--- config.mk ---
export PLATFORM = sky130hd
export DESIGN_NAME = alu_kontrolli
export DESIGN_NICKNAME = d
export VERILOG_FILES = /design/src/rtl/alu_pkg.sv /design/src/rtl/alu_flamujt.sv /design/src/rtl/alu_kontrolli.sv
export SDC_FILE = /design/constraint.sdc
export NUM_CORES = 1
export LEC_CHECK = 0
export ABC_AREA = 1
export CAP_MARGIN = 20
export CORE_MARGIN = 3
export CORE_UTILIZATION = 45
export DETAILED_ROUTE_END_ITERATION = 10
export PLACE_DENSITY_LB_ADDON = 0.05
export SETUP_SLACK_MARGIN = 0.15
export SYNTH_ARGS = -nofsm -noshare
export SYNTH_HDL_FRONTEND = slang
export SYNTH_SLANG_ARGS = --single-unit
--- constraint.sdc ---
create_clock -name Clock -period 2.8 [get_ports Clock]
set_input_delay 0.56 -clock Clock [delete_from_list [all_inputs] [get_ports Clock]]
set_output_delay 0.56 -clock Clock [all_outputs]
set_load 0.01 [all_outputs]
--- src/rtl/alu_pkg.sv ---
// alu_pkg: shared encodings and state type for the ALU sequencing controller
package alu_pkg;
    localparam int WIDTH = 16;
    localparam logic [2:0] FN_AND = 3'b000;
    localparam logic [2:0] FN_OR  = 3'b001;
    localparam logic [2:0] FN_XOR = 3'b010;
    localparam logic [2:0] FN_ADD = 3'b011;
    localparam logic [2:0] FN_SUB = 3'b100;
    localparam logic [2:0] FN_SLT = 3'b101;
    localparam logic [2:0] FN_SLL = 3'b110;
    localparam logic [2:0] FN_CMP = 3'b111;
    localparam logic [2:0] OP_AND = 3'd0;
    localparam logic [2:0] OP_OR  = 3'd1;
    localparam logic [2:0] OP_XOR = 3'd2;
    localparam logic [2:0] OP_ADD = 3'd3;
    typedef enum logic [1:0] {IDLE, EXEC, SHIFT, DONE} state_t;
endpackage

--- src/rtl/alu_flamujt.sv ---
// alu_flamujt: combinational Z/C/V/N generator from the ALU adder outputs
module alu_flamujt
    import alu_pkg::*;
#(
    parameter int WIDTH = alu_pkg::WIDTH
) (
    input  logic             a_msb_i,
    input  logic             b_msb_i,
    input  logic [WIDTH-1:0] sum_i,
    input  logic             carry_i,
    input  logic [2:0]       funct_i,
    output logic             z_o,
    output logic             c_o,
    output logic             v_o,
    output logic             n_o
);
    logic v_raw, arith, slt;
    // SLT reports Z/N of its 0/1 result; logic ops and SLL never overflow
    always_comb begin
        v_raw = (a_msb_i == b_msb_i) & (sum_i[WIDTH-1] != a_msb_i);
        arith = funct_i inside {FN_ADD, FN_SUB, FN_SLT, FN_CMP};
        slt   = funct_i == FN_SLT;
        v_o   = arith ? v_raw : 1'b0;
        c_o   = carry_i;
        n_o   = slt ? 1'b0 : sum_i[WIDTH-1];
        z_o   = slt ? ~(sum_i[WIDTH-1] ^ v_raw) : (sum_i == '0);
    end
endmodule

--- src/rtl/alu_kontrolli.sv ---
// alu_kontrolli: sequencing controller for the 16-slice ALU; SLL support needs ALU_SHIFT_EN
module alu_kontrolli
    import alu_pkg::*;
#(
    parameter int WIDTH = alu_pkg::WIDTH
`ifdef ALU_SHIFT_EN
    ,
    parameter int SHCNT_W = 4
`endif
) (
    input  logic             Clock,
    input  logic             ResetN,
    input  logic             InValid,
    output logic             InReady,
    input  logic [2:0]       Funct,
    input  logic [WIDTH-1:0] OpA,
    input  logic [WIDTH-1:0] OpB,
    output logic [WIDTH-1:0] AluA,
    output logic [WIDTH-1:0] AluB,
    output logic [2:0]       AluOp,
    output logic             AluBInvert,
    output logic             AluCin,
    input  logic [WIDTH-1:0] AluResult,
    input  logic             AluCarryOut,
    output logic             OutValid,
    input  logic             OutReady,
    output logic [WIDTH-1:0] Result,
    output logic             WriteEn,
    output logic             Zero,
    output logic             Carry,
    output logic             Overflow,
    output logic             Negative
);
    state_t state_q, state_d;
    logic [2:0] funct_q, funct_d;
    logic [WIDTH-1:0] a_q, a_d, b_q, b_d, result_q, result_d;
    logic [3:0] flags_q, flags_d;
    logic we_q, we_d, sub_op, z, c, v, n;
    logic [WIDTH-1:0] b_eff;
`ifdef ALU_SHIFT_EN
    logic [SHCNT_W-1:0] cnt_q, cnt_d;
`endif

    assign sub_op = funct_q[2] & (funct_q != FN_SLL);
    assign b_eff = AluBInvert ? ~AluB : AluB;
    assign InReady = state_q == IDLE;
    assign OutValid = state_q == DONE;
    assign Result = result_q;
    assign WriteEn = we_q;
    assign {Zero, Carry, Overflow, Negative} = flags_q;

    // ALU control lines; SUB/SLT/CMP become A + ~B + 1, the shifter doubles a_q
    always_comb begin
        AluA = '0;
        AluB = '0;
        AluOp = OP_AND;
        AluBInvert = 1'b0;
        AluCin = 1'b0;
        if (state_q == EXEC) begin
            AluA = a_q;
            AluB = b_q;
            AluOp = funct_q[2] ? OP_ADD : funct_q;
            AluBInvert = sub_op;
            AluCin = sub_op;
        end
`ifdef ALU_SHIFT_EN
        if (state_q == SHIFT) begin
            AluA = a_q;
            AluB = a_q;
            AluOp = OP_ADD;
        end
`endif
    end

    alu_flamujt #(.WIDTH(WIDTH)) u_flags (
        .a_msb_i(AluA[WIDTH-1]),
        .b_msb_i(b_eff[WIDTH-1]),
        .sum_i(AluResult),
        .carry_i(AluCarryOut),
        .funct_i(funct_q),
        .z_o(z),
        .c_o(c),
        .v_o(v),
        .n_o(n)
    );

    // next state; a_q doubles as the shift accumulator
    always_comb begin
        state_d = state_q;
        funct_d = funct_q;
        a_d = a_q;
        b_d = b_q;
        result_d = result_q;
        flags_d = flags_q;
        we_d = we_q;
`ifdef ALU_SHIFT_EN
        cnt_d = cnt_q;
`endif
        case (state_q)
            IDLE: if (InValid) begin
                funct_d = Funct;
                a_d = OpA;
                b_d = OpB;
                state_d = EXEC;
            end
            EXEC: begin
                state_d = DONE;
                result_d = (funct_q == FN_SLT) ? {{(WIDTH-1){1'b0}}, AluResult[WIDTH-1] ^ v} : AluResult;
                flags_d = {z, c, v, n};
                we_d = funct_q != FN_CMP;
                if (funct_q == FN_SLL) begin
`ifdef ALU_SHIFT_EN
                    result_d = a_q;
                    flags_d = {a_q == '0, 2'b00, a_q[WIDTH-1]};
                    we_d = 1'b1;
                    cnt_d = b_q[SHCNT_W-1:0];
                    if (b_q[SHCNT_W-1:0] != '0) state_d = SHIFT;
`else
                    result_d = '0;
                    flags_d = '0;
                    we_d = 1'b0;
`endif
                end
            end
`ifdef ALU_SHIFT_EN
            SHIFT: begin
                a_d = AluResult;
                cnt_d = cnt_q - SHCNT_W'(1);
                result_d = AluResult;
                flags_d = {z, c, v, n};
                we_d = 1'b1;
                if (cnt_q == SHCNT_W'(1)) state_d = DONE;
            end
`endif
            DONE: if (OutReady) state_d = IDLE;
            default: state_d = IDLE;
        endcase
    end

    // state and datapath registers
    always_ff @(posedge Clock or negedge ResetN) begin
        if (!ResetN) begin
            state_q <= IDLE;
            funct_q <= '0;
            a_q <= '0;
            b_q <= '0;
            result_q <= '0;
            flags_q <= '0;
            we_q <= 1'b0;
`ifdef ALU_SHIFT_EN
            cnt_q <= '0;
`endif
        end else begin
            state_q <= state_d;
            funct_q <= funct_d;
            a_q <= a_d;
            b_q <= b_d;
            result_q <= result_d;
            flags_q <= flags_d;
            we_q <= we_d;
`ifdef ALU_SHIFT_EN
            cnt_q <= cnt_d;
`endif
        end
    end
endmodule

Yosys cells after proc, flatten, opt, wreduce, memory -nomap -nowiden
Cells that the tools add are included. Widths: inputs -> output; s select.

Reductions and logical operators: 5. $lt $le $gt $ge: 0. Multipliers: 0. Add/subtract/negate cells: 0. Mux-type cells: 16. Shift-type cells: 0. Bitwise logic cells: 6. Divide/modulo/power cells: 0. Equal/unequal tests: 13.

Operators with widths (number): $mux 16 (5); $logic_not 16->1 (1); $not 16->16 (1); $eq 3x3->1 const B (4); $mux 2 (4); $ne 3x3->1 const B (2); $pmux 2 s3 (1); $mux 1 (5); $mux 4 (1); $reduce_and 2->1 (2); $reduce_bool 4->1 (1); $eq 3x2->1 const B (1); $and 1x1->1 (2); $eq 2x1->1 const B (1); $eq 2x2->1 const B (1); $logic_not 2->1 (1); $ne 2x1->1 const B (1); $ne 2x2->1 const B (1); $xor 1x1->1 (2); $eq 1x1->1 (1); $ne 1x1->1 (1); $not 1->1 (1).

Input port bits: 56. Latch bits: 0. Memories: 0. RAM bits: 0. Output and inout bits: 60. Word-level logic and storage cells: 47. Register bits after elaboration: 58. Memory bits (read-only): 0.

Logic depth before layout (Yosys ltp)
Gate-level depths: netlist of run 1.

Word-level depth: 10. Gate-level depth with buffers: 9. Gate-level depth less buffers: 9.

Cells and area by module
From an unflattened synthesis of run 1, not the netlist that was laid out.

Cell total of the unflattened synthesis: 340. Area, all modules: 2746.4 um^2.

Modules (own cells, without submodules): alu_kontrolli (area an instance 2610.0 um^2, times used 1, sequential area each 1451.4 um^2, cells each 309); alu_flamujt (area an instance 136.4 um^2, times used 1, sequential area each 0.0 um^2, cells each 31).

Worst setup path after synthesis of run 1
Ideal clock, no wire load.

Kind: reg2out. From: register state_q[1]. To: output port AluA[0]. Setup slack: 1227 ps. Arrival: 1013 ps. Buffers on the path: 1. Data required time: 2240 ps. Cell stages (with the launch flop): 5. Cells stage by stage: dfrtp_1 > inv_2 > nand2_2 > clkbuf_1 > nor2_1.

Longest elaborated chain between the ends: 2.

Ends and longest elaborated chain: start: declaration (RTL line alu_kontrolli.sv:34) `state_t state_q, state_d;`; start signal: assignment (RTL line alu_kontrolli.sv:154) `state_q <= state_d;`; $eq 2x1->1 (RTL line alu_kontrolli.sv:59) `if (state_q == EXEC) begin`; $mux 16 (RTL line alu_kontrolli.sv:59); end: declaration (RTL line alu_kontrolli.sv:18) `output logic [WIDTH-1:0] AluA,`.

Every way passes these cells.

Worst setup path after layout of run 1
From: register state_q[1]. To: output port AluB[10].

Longest elaborated chain between the ends: 2.

Ends and longest elaborated chain: $eq 2x1->1 (RTL line alu_kontrolli.sv:59); $mux 16 (RTL line alu_kontrolli.sv:59); end: declaration (RTL line alu_kontrolli.sv:19) `output logic [WIDTH-1:0] AluB,`.

Every way passes these cells.

==> key figures, run 1 <==
Status
  • Status: finished, final reports clean

Cells and area
  • Final core occ: 72.8%
  • Non-Filler Instances: 517
  • Area Overhead vs Synth: 55.4%
  • Final #Nets: 496
  • Share of cells above drive strength 1: 7.19%
  • N_diodes: 0

Critical path
  • WP data required: 2.24 ns
  • CP startpoint: state_q[1]
  • Crit path to: AluB[10]
  • Slowest-stage cell, CP: clkdlybuf4s50_1
  • Largest stage delay on the critical path: 0.58 ns
  • CP max FO: 24
  • Worst R2R Setup Slack: 1.35 ns
  • Critical path depth: 5
  • RR Endpoint: Result[0]
  • Critical R2R Launch: state_q[1]
  • Critical path capture point type: output pin
  • Worst path arrival time: 1.99 ns
  • Critical path buffers and inverters: 3
  • Worst Path Class, Setup: flip-flop to output pin
  • Delay-heaviest family, CP: buffers and inverters
  • R2R depth: 9
  • Worst setup SP type: flip-flop
  • Cell Chain, Critical Path: inv_2 -> nand2_2 -> buf_12 -> nor2_1 -> clkdlybuf4s50_1

Logic synthesis
  • Yosys top cell by area: dfrtp_1
  • Post-synth EDFFs: 0
  • Fraction of registers with async set/reset: 100%
  • Mapped Cells: 328
  • Synth unique cells: 20
  • Ranking of synthesized cells by area: dfrtp_1, nor2_1, nand2_1, a21oi_1, inv_1
  • Syn_area_per_cell: 7.91 um2
  • Top post-synthesis cells by count: nor2_1, dfrtp_1, nand2_1, a21oi_1, inv_1
  • Synth top area share: 55.0%
  • Sequential element share of the synthesized area: 55.0%
  • Post-synthesis register bit count: 57
  • Yosys warnings: 0
  • Synth Net Count: 384
  • Mapped Area: 0.00259 mm2
  • Most frequent cell after synthesis: nor2_1
  • Top_reg_cell synth: dfrtp_1

GRT
  • Met2 usage: 34.1%
  • First-pass GRT wire length: 10500 um
  • Global Route met1 Usage: 23.9%
  • Initial antenna violation count: 0
  • Total track usage: 20.4%
  • Grt ovf: 0
  • Grt met3 use: 6.14%
  • Most Crowded Layer GR: met2
  • Largest net degree at the start of global routing: 61
  • Number of global-route vias before repair: 2418

Detailed routing
  • Via count: 2422
  • WL/cell: 12.5 um
  • DRT Wirelength: 6490 um
  • Initial DRC Count: 81
  • Avg Vias per Cell: 4.68
  • Final antenna-violating net count: 0
  • DRC: 0
  • Drt pass-1 iters: 4

Timing
  • Final setup TNS: 0 ns
  • Slew margin rel.: 55.8%
  • Worst-Margin Slew: 0.663 ns
  • Setup Skew: 0.00371 ns
  • Slew Limit Fails: 0
  • RSZ-0062 raised after global routing: false
  • Min Hold Slack: 0.262 ns
  • Period utilisation layout: 91.0%
  • Crit path time final: 2.55 ns
  • Final setup fails: 0
  • Final hold vios: 0
  • Maximum clock frequency: 392 MHz

Power and ir drop
  • Peak supply drop: 0.623 mV
  • Pwr Total: 4670 uW
  • PD cells: 1160 mW/mm2
  • P_leak: 0.00198 uW

Job
  • Max-cap violations: 0

Place
  • Post-Place Cells: 501
  • Hpwl dp: 4750 um
  • Final GP Congestion: 0.772
  • # port buffers: 114

Die
  • Full die area: 0.00671 mm2
  • Die extent in x: 81.9 um
  • Die Y-Extent: 81.9 um
  • Starting Density: 46.8%
  • # rows: 27
  • Ports: 116
  • Core footprint: 0.00554 mm2

CTS
  • Post-CTS Hold Fix Bufs: 0
  • Clock Latency Late Sink: 0.33 ns
  • Max Root-Sink Buffers: 2
  • CTS tree: built
  • Post-CTS Setup Inserts: 0
  • Clock sinks: 57
  • Cts repair resizes: 0
  • Cts bufs inserted: 9
  • H-tree levels: 3
  • Clock slew at reported path FFs: 0.06 ns
  • Clock root buffer: clkbuf_8

Min path
  • Worst min path class: input port to asynchronous set/reset pin
## how the worst min path moves through the flow
stage / depth (start not counted) / start / end
global route: 1 / ResetN / flags_q[2]
floorplan: 0 / ResetN / Result[0]
finish: 1 / ResetN / WriteEn
detailed placement: 2 / Result[0] / Result[0]
global placement: 2 / flags_q[3] / flags_q[3]
CTS: 1 / ResetN / flags_q[2]
## placed cells by master (no fill, tap or decap), types with 2 or more instances in the layout
cell / n
nand2_1: 57
o21ai_1: 3
dfrtp_1: 57
clkinv_2: 3
nand3_1: 7
nand2_2: 3
nor2_1: 80
buf_12: 2
bufinv_16: 3
a21oi_1: 39
or2_2: 2
clkdlybuf4s50_1: 113
inv_2: 2
clkbuf_8: 10
inv_1: 39
o21ai_0: 14
buf_4: 4
## layer usage
| metal | share of wire [%] | vias to the layer above |
|---|---|---|
| met4 | 1.9 | 0 |
| met1 | 42 | 1100 |
| li1 | - | 1225 |
| met5 | 0 | - |
| met3 | 8.0 | 11 |
| met2 | 48 | 86 |
## per-stage QoR
stage | setup slack (ns) | area [um2]
after CTS | 0.225 | 4030
after global placement | 0.628 | 3790
after detailed placement | 0.593 | 3790
after global routing | 0.151 | 4030
after floorplan | 1.23 | 2590
final | 0.252 | 4030
## final cells by class
cell class              instances  area, um2
well taps                      72       90.1
fillers                       449       1510
clock buffers                  10        138
inverters                      41        154
repair buffers                120       1210
multi-input cells             211        912
flip-flops and latches         57       1430
clock inverters                 6        105
## cells by family after synthesis
group / after synthesis / share of synthesized area [%]
other: 1 / 0.145
AOI/OAI and AO/OA: 57 / 11.0
buffers and inverters: 60 / 9.88
DFF: 57 / 55.0
and+or+nand+nor: 153 / 24.0
## flip-flops by register name, indices dropped and copies added, names as in the netlist
signal,flops
flags_q,4
b_q,16
state_q,2
a_q,16
Result,15
WriteEn,1
funct_q,3
## where the power goes
part           leakage (uW)  switching (uW)  internal, uW
Sequential         0.000649             177          1200
Combinational       0.00120            1190          1170
Clock              0.000126             319           610
Total               0.00198            1690          2990
Power figures use the tool's default switching activity.
==> inputs of run 2 (changes only) <==
--- a/config.mk
+++ b/config.mk
@@ -15,3 +15,4 @@
 export SYNTH_ARGS = -nofsm -noshare
 export SYNTH_HDL_FRONTEND = slang
 export SYNTH_SLANG_ARGS = --single-unit
+export TNS_END_PERCENT = 5
==> results of run 2 <==
No change in the layout: final DEF, timing and power equal those of run 1.
==> inputs of run 3 (changes only) <==
--- a/config.mk
+++ b/config.mk
@@ -10,6 +10,7 @@
 export CORE_MARGIN = 3
 export CORE_UTILIZATION = 45
 export DETAILED_ROUTE_END_ITERATION = 10
+export HOLD_SLACK_MARGIN = 0.15
 export PLACE_DENSITY_LB_ADDON = 0.05
 export SETUP_SLACK_MARGIN = 0.15
 export SYNTH_ARGS = -nofsm -noshare
==> results of run 3 <==
No change in the layout: final DEF, timing and power equal those of run 1.
